===== config.mk =====
export PLATFORM = sky130hd
export DESIGN_NAME = delay_latency_sequencer
export DESIGN_NICKNAME = d
export VERILOG_FILES = /design/src/rtl/delay_latency_sequencer.sv
export SDC_FILE = /design/constraint.sdc
export NUM_CORES = 1
export LEC_CHECK = 0
export CAP_MARGIN = 25
export CORE_ASPECT_RATIO = 1.25
export CORE_MARGIN = 2
export CORE_UTILIZATION = 30
export DETAILED_ROUTE_END_ITERATION = 8
export PLACE_DENSITY = 0.5
export SLEW_MARGIN = 20
export SYNTH_ARGS = -nofsm -noshare
export SYNTH_HDL_FRONTEND = slang
export SYNTH_SLANG_ARGS = --single-unit

===== constraint.sdc =====
create_clock -name clk -period 1.4 [get_ports clk]
set_input_delay 0.28 -clock clk [delete_from_list [all_inputs] [get_ports clk]]
set_output_delay 0.28 -clock clk [all_outputs]
set_load 0.005 [all_outputs]

===== src/rtl/delay_latency_sequencer.sv =====
// delay_latency_sequencer
//
// Drives the latency input of a variable delay line (luma/chroma alignment)
// and sequences latency changes. A new latency is accepted over a
// valid/ready handshake, applied on the next video line boundary, and then
// the controller waits until the delay line's read index has re-synchronised.
// That wait is 2^SIZE + L + 2 cycles for the new latency L.
//
// Optional feature macro: DELAY_SEQ_MUTE_EN
//   defined   : mute is high while the delay line re-synchronises
//   undefined : mute is tied to 0 and downstream sees the transient;
//               busy/done timing is identical in both builds
//
// Parameters
//   SIZE           index width of the driven delay line (latency 0..2^SIZE-1)
//   RESET_LATENCY  latency driven after reset
//
// Ports
//   clk          system clock, all logic on posedge
//   reset        synchronous, active-high reset
//   req_valid    new latency request present
//   req_latency  requested latency, sampled on accept
//   req_ready    controller can accept a request (IDLE only)
//   line_start   single-cycle strobe at the start of each video line
//   latency      registered latency to the delay line
//   mute         delay-line output not yet valid
//   busy         high in any state other than IDLE
//   done         one-cycle pulse when a change has fully settled
module delay_latency_sequencer #(
  parameter int              SIZE          = 5,
  parameter logic [SIZE-1:0] RESET_LATENCY = '0
) (
  input  logic            clk,
  input  logic            reset,
  input  logic            req_valid,
  input  logic [SIZE-1:0] req_latency,
  output logic            req_ready,
  input  logic            line_start,
  output logic [SIZE-1:0] latency,
  output logic            mute,
  output logic            busy,
  output logic            done
);

  // Counter is two bits wider than the index so 2^SIZE + (2^SIZE-1) + 2
  // fits without wrapping.
  localparam int            CW    = SIZE + 2;
  localparam logic [CW-1:0] DEPTH = CW'(2 ** SIZE);

  typedef enum logic [1:0] {
    IDLE    = 2'd0,
    PENDING = 2'd1,
    SETTLE  = 2'd2
  } state_t;

  state_t          state, state_n;
  logic [CW-1:0]   settle_cnt, settle_cnt_n;
  logic [SIZE-1:0] latency_n;
  logic [SIZE-1:0] pend;
  logic            busy_n, req_ready_n, done_n;

  // Worst case: read index above the new L runs to the top of the memory,
  // wraps, refills L+1 entries, plus the delay line's output register.
  function automatic logic [CW-1:0] settle_len(input logic [SIZE-1:0] l);
    settle_len = DEPTH + {2'b00, l} + CW'(2);
  endfunction

  always_comb begin
    state_n      = state;
    settle_cnt_n = settle_cnt;
    latency_n    = latency;
    busy_n       = busy;
    req_ready_n  = req_ready;
    done_n       = 1'b0;
    case (state)
      IDLE: begin
        if (req_valid && req_ready) begin
          // A request for the latency already in force settles immediately.
          if (req_latency == latency) begin
            done_n = 1'b1;
          end else begin
            state_n     = PENDING;
            busy_n      = 1'b1;
            req_ready_n = 1'b0;
          end
        end
      end
      PENDING: begin
        if (line_start) begin
          latency_n    = pend;
          settle_cnt_n = settle_len(pend);
          state_n      = SETTLE;
        end
      end
      SETTLE: begin
        if (settle_cnt == CW'(1)) begin
          state_n     = IDLE;
          busy_n      = 1'b0;
          req_ready_n = 1'b1;
          done_n      = 1'b1;
        end
        settle_cnt_n = settle_cnt - CW'(1);
      end
      default: begin
        state_n     = IDLE;
        busy_n      = 1'b0;
        req_ready_n = 1'b1;
      end
    endcase
  end

  always_ff @(posedge clk) begin
    if (reset) begin
      state      <= SETTLE;
      latency    <= RESET_LATENCY;
      settle_cnt <= settle_len(RESET_LATENCY);
      busy       <= 1'b1;
      req_ready  <= 1'b0;
      done       <= 1'b0;
    end else begin
      state      <= state_n;
      latency    <= latency_n;
      settle_cnt <= settle_cnt_n;
      busy       <= busy_n;
      req_ready  <= req_ready_n;
      done       <= done_n;
    end
  end

  // Request holding register: data only, loaded on accept.
  always_ff @(posedge clk) begin
    if (state == IDLE && req_valid && req_ready) begin
      pend <= req_latency;
    end
  end

`ifdef DELAY_SEQ_MUTE_EN
  // Registered so mute rises on the same edge as the latency update.
  always_ff @(posedge clk) begin
    if (reset) begin
      mute <= 1'b1;
    end else begin
      mute <= (state_n == SETTLE);
    end
  end
`else
  assign mute = 1'b0;
`endif

endmodule


# [Word-level counts from Yosys, hierarchy flattened]
# Cells that the tools add are included.
[totals] register_bits=22 word_cells=47 out_inout_bits=9 inputBits=9
[op_classes] mux=19 n_addsub=3 eq_ne=8 reduce_logical=9 n_bitwise=1
[op_table] operator="$pmux 7 s2" n=1
[op_table] operator="$mux 1" n=9
[op_table] operator="$mux 2" n=4
[op_table] operator="$ne 2x2->1 const B" n=4
[op_table] operator="$reduce_and 4->1" n=2
[op_table] operator="$add 6x5->7 const A" n=1
[op_table] operator="$add 7x2->7 const B" n=1
[op_table] operator="$eq 7x1->1 const B" n=1
[op_table] operator="$mux 7" n=1
[op_table] operator="$sub 7x1->7 const B" n=1
[op_table] operator="$pmux 1 s3" n=2
[op_table] operator="$pmux 2 s3" n=1
[op_table] operator="$eq 5x5->1" n=1
[op_table] operator="$reduce_and 2->1" n=2
[op_table] operator="$logic_and 1x1->1" n=3
[op_table] operator="$eq 2x1->1 const B" n=1
[op_table] operator="$eq 2x2->1 const B" n=1
[op_table] operator="$logic_not 2->1" n=1
[op_table] operator="$pmux 1 s2" n=1
[op_table] operator="$reduce_bool 2->1" n=1
[op_table] operator="$not 1->1" n=1

# [Depth between registers and ports, before layout]
[depth] depth_word=4 ltp_mapped=6 mapped_depth_nobuf=6

# [Worst setup path before layout]
# Ideal clock, no wire load.
[synth_path] path_type="register to register" from="register settle_cnt[2]" to="register busy" arrival_time_ns=1.444 setup_time_ns=0.122 stages_incl_launch_ff=5 synth_period_minus_slack_ns=1.565 path_buffers=0 t_required_ns=1.278 setup_slack_ns=-0.165 cell_sequence="dfxtp_1 -> or3_4 -> nor4b_4 -> o21ai_2 -> a221o_1"
[synth_between] elab_chain_cells=3
[synth_lines] item="from (decl)" line="57" source="logic [CW-1:0] settle_cnt, settle_cnt_n;"
[synth_lines] item="from (signal assigned)" line="116" source="settle_cnt <= settle_len(RESET_LATENCY);"
[synth_lines] item="from (signal assigned)" line="123" source="settle_cnt <= settle_cnt_n;"
[synth_lines] item="$eq 7x1->1" line="96" source="if (settle_cnt == CW'(1)) begin"
[synth_lines] item="$ne 2x2->1 (no source line)"
[synth_lines] item="$reduce_and 4->1 (no source line)"
[synth_lines] item="to (signal assigned)" line="124" source="busy <= busy_n;"
[synth_lines] item="to (decl)" line="41" source="output logic busy,"
# No other way between the ends.
# A chain may end at the register's enable or synchronous reset.

# [Final worst setup path]
[layout_path] from="register settle_cnt[4]" to="register busy"
# The elaborated chain is that of the path after synthesis.

==> flow_summary.yaml <==
outcome:
  status: "finished, violations left"
  violations: "setup timing"
timing:
  rsz0062_at_grt: "true"
  setup_viol: 3
  timing.final.crit_share: 1.093
  whs_ns: 0.4670
  fin_ws_ns: -0.1301
  fin_crit_ns: 1.530
  clock_skew_ns: 0.001927
  fin_setup_tns_ns: -0.2445
  hold_viol: 0
  max_freq_mhz: 653.6
  slew_viol_final: 0
global_route:
  grt_overflow: 0
  antenna_found_initial: 0
  grt_max_degree: 13
  first_global_vias: 914
  grtUsageTotal: 0.1270
  grt_pass1_wl_um: 4043
critical_path:
  startpoint_type: "flop"
  cp-end-kind: "flop"
  max_stage_delay_ns: 0.41
  critical_path_class: "reg2reg"
  crit_path_max_fanout: 4
  crit_slowest_cell: "or3_4"
  worst_ep_arrival_time_ns: 1.68
  cp_cell_sequence: "or3_4 -> nor4b_4 -> o21ai_2 -> a221o_1"
  cp.required_ns: 1.55
clock_tree:
  cts_max_path_buffers: 2
  path_clk_slew_ns: 0.08
  ctsHoldBuffers: 0
  cts_sinks: 22
  clockRootBuffer: "clkbuf_8"
  cts_inserted_buffers: 3
  cts_tree: "yes"
  clk_latency_ns: 0.26
  htreeDepth: 1
hold_path:
  holdCritPathClass: "reg2reg"
power:
  powerDensity_nw_per_um2: 890.9
  leakagePower_nw: 0.6070
  ir_drop_mv: 0.5142
  totalPowerFinal_mw: 1.281
placed_design:
  port_buffers: 16
  dp_hpwl_um: 1853
  place_inst: 175
  routabilityCongestion: 0.7650
yosys:
  synth_area_leaders: "dfxtp_1, edfxtp_1, nand2_1"
  syn_avg_cell_area_um2: 9.670
  yosys_warnings: 0
  synth_cells: 107
  yosys.area.top_type: "dfxtp_1"
  yosysUniqueCellTypes: 38
  synth_ff_type: "dfxtp_1"
  syn_nets: 119
  yosysSeqAreaShare: 0.4740
  synthTopCellsByCount: "dfxtp_1, nand2_1, a21oi_1"
  yosysMostFrequentCell: "dfxtp_1"
  synth_seq_cells: 22
  synth_top_area_frac: 0.3289
  synth_edf_count: 5
  netlist_area_um2: 1035
  async_flop_share: 0
drt:
  drtAntennaViolNets: 0
  avgRoutedWirePerCell_um: 12.84
  dr.pass1.iters: 4
  drt_iter0_markers: 8
  drc: 0
  finalWirelength_um: 2311
  avgViaCountPerCell: 5.017
  num_vias: 903
final_layout:
  antennaDiodeCount: 0
  post-route-util: 0.4421
  fillers: 343
  fin_nets: 156
  area_growth_pct: 38.94
  drive_above_1_share: 0.2867
  final_cells: 180
floorplan:
  coreArea_um2: 3252
  die_h_um: 69.66
  fp-row-count: 23
  dieArea_um2: 3938
  die_w_um: 56.53
  pin_count: 18
  initial_core_util: 0.3182
run:
  drv_cap: 0
report_power, final:
| part | switching (mW) | total, mW | internal (mW) |
|---|---|---|---|
| combinational | 0.0836 | 0.195 | 0.111 |
| sequential | 0.0201 | 0.694 | 0.674 |
| clock | 0.197 | 0.392 | 0.195 |
| total | 0.300 | 1.28 | 0.980 |
final timing paths:
kind         slack [ns]  cells past startpoint         end     startpoint
min reg2reg        0.47                      2  latency[1]     latency[1]
max reg2reg       -0.13                      4        busy  settle_cnt[4]
max               -0.13                      4        busy  settle_cnt[4]
min                0.47                      2  latency[1]     latency[1]
cells by family after synthesis:
logic type	after synthesis	synth area share
multiplexers	1	0.009674
flip-flops	22	0.4740
XOR/XNOR	7	0.05925
other	1	0.003624
AO/OA/AOI/OAI	25	0.1681
adder cells (fa/ha/maj)	3	0.03628
AND/OR/NAND/NOR	39	0.2092
buffers and inverters	9	0.03990
flip-flops by register name (all words and copies together) (netlist names):
name        flops
settle_cnt      7
latency         5
pend            5
state           2
busy            1
done            1
req_ready       1
worst max-delay path, delay by kind of cell, from the launching register on:
kind	cells	cell delay (ns)
and+or+nand+nor	2	0.68
AOI/OAI and AO/OA	2	0.42
DFF	1	0.31
cell type report:
class	instances	area (um2)	share of cell area
clock buffers	3	41.29	0.02872
clock inverters	1	3.754	0.002611
inverters	4	15.01	0.01044
multi-input cells	76	511.7	0.3560
flip-flops and latches	22	501.7	0.3490
well taps	37	46.29	0.03220
repair buffers	37	317.8	0.2211
cell usage in the layout, fill, tap and decap left out, types with 2 or more instances in the layout:
cell             synthesis  routed
nand2_1                 15      15
o311ai_0                 2       2
o211ai_1                 2       2
dfxtp_2                  0       9
a21oi_1                 10       9
clkbuf_8                 0       3
nand3_1                  6       6
dlygate4sd2_1            0       4
inv_1                    4       3
edfxtp_1                 5       5
buf_4                    1      21
nor2_1                   4       4
clkdlybuf4s50_1          0      10
xnor2_1                  2       2
dfxtp_1                 17       8
a31oi_1                  2       2
xor2_1                   5       5
ha_1                     3       3
nand3b_1                 2       2
dlymetal6s2s_1           0       2
a21o_1                   2       2
layer usage:
layer	routed length, um	up-vias	GRT usage
met5	0	-	0
li1	-	458	-
met3	78	2	0.01679
met4	20	0	0.04762
met2	1277	15	0.2274
met1	934	428	0.1505
metrics by stage:
| stage | setup slack [ns] | area, um2 |
|---|---|---|
| after floorplan | -0.07179 | 1036 |
| after global placement | -0.3081 | 1366 |
| after detailed placement | -0.3340 | 1366 |
| after CTS | -0.1568 | 1415 |
| after global routing | -0.1709 | 1438 |
| final | -0.1301 | 1438 |
timing repair:
action	in CTS	in global routing
hold endpoints to repair	0	0
endpoints found under the setup margin	14	11
setup buffers	0	1
resized for setup	11	6
No activity file was read; power rests on OpenSTA's default activity.
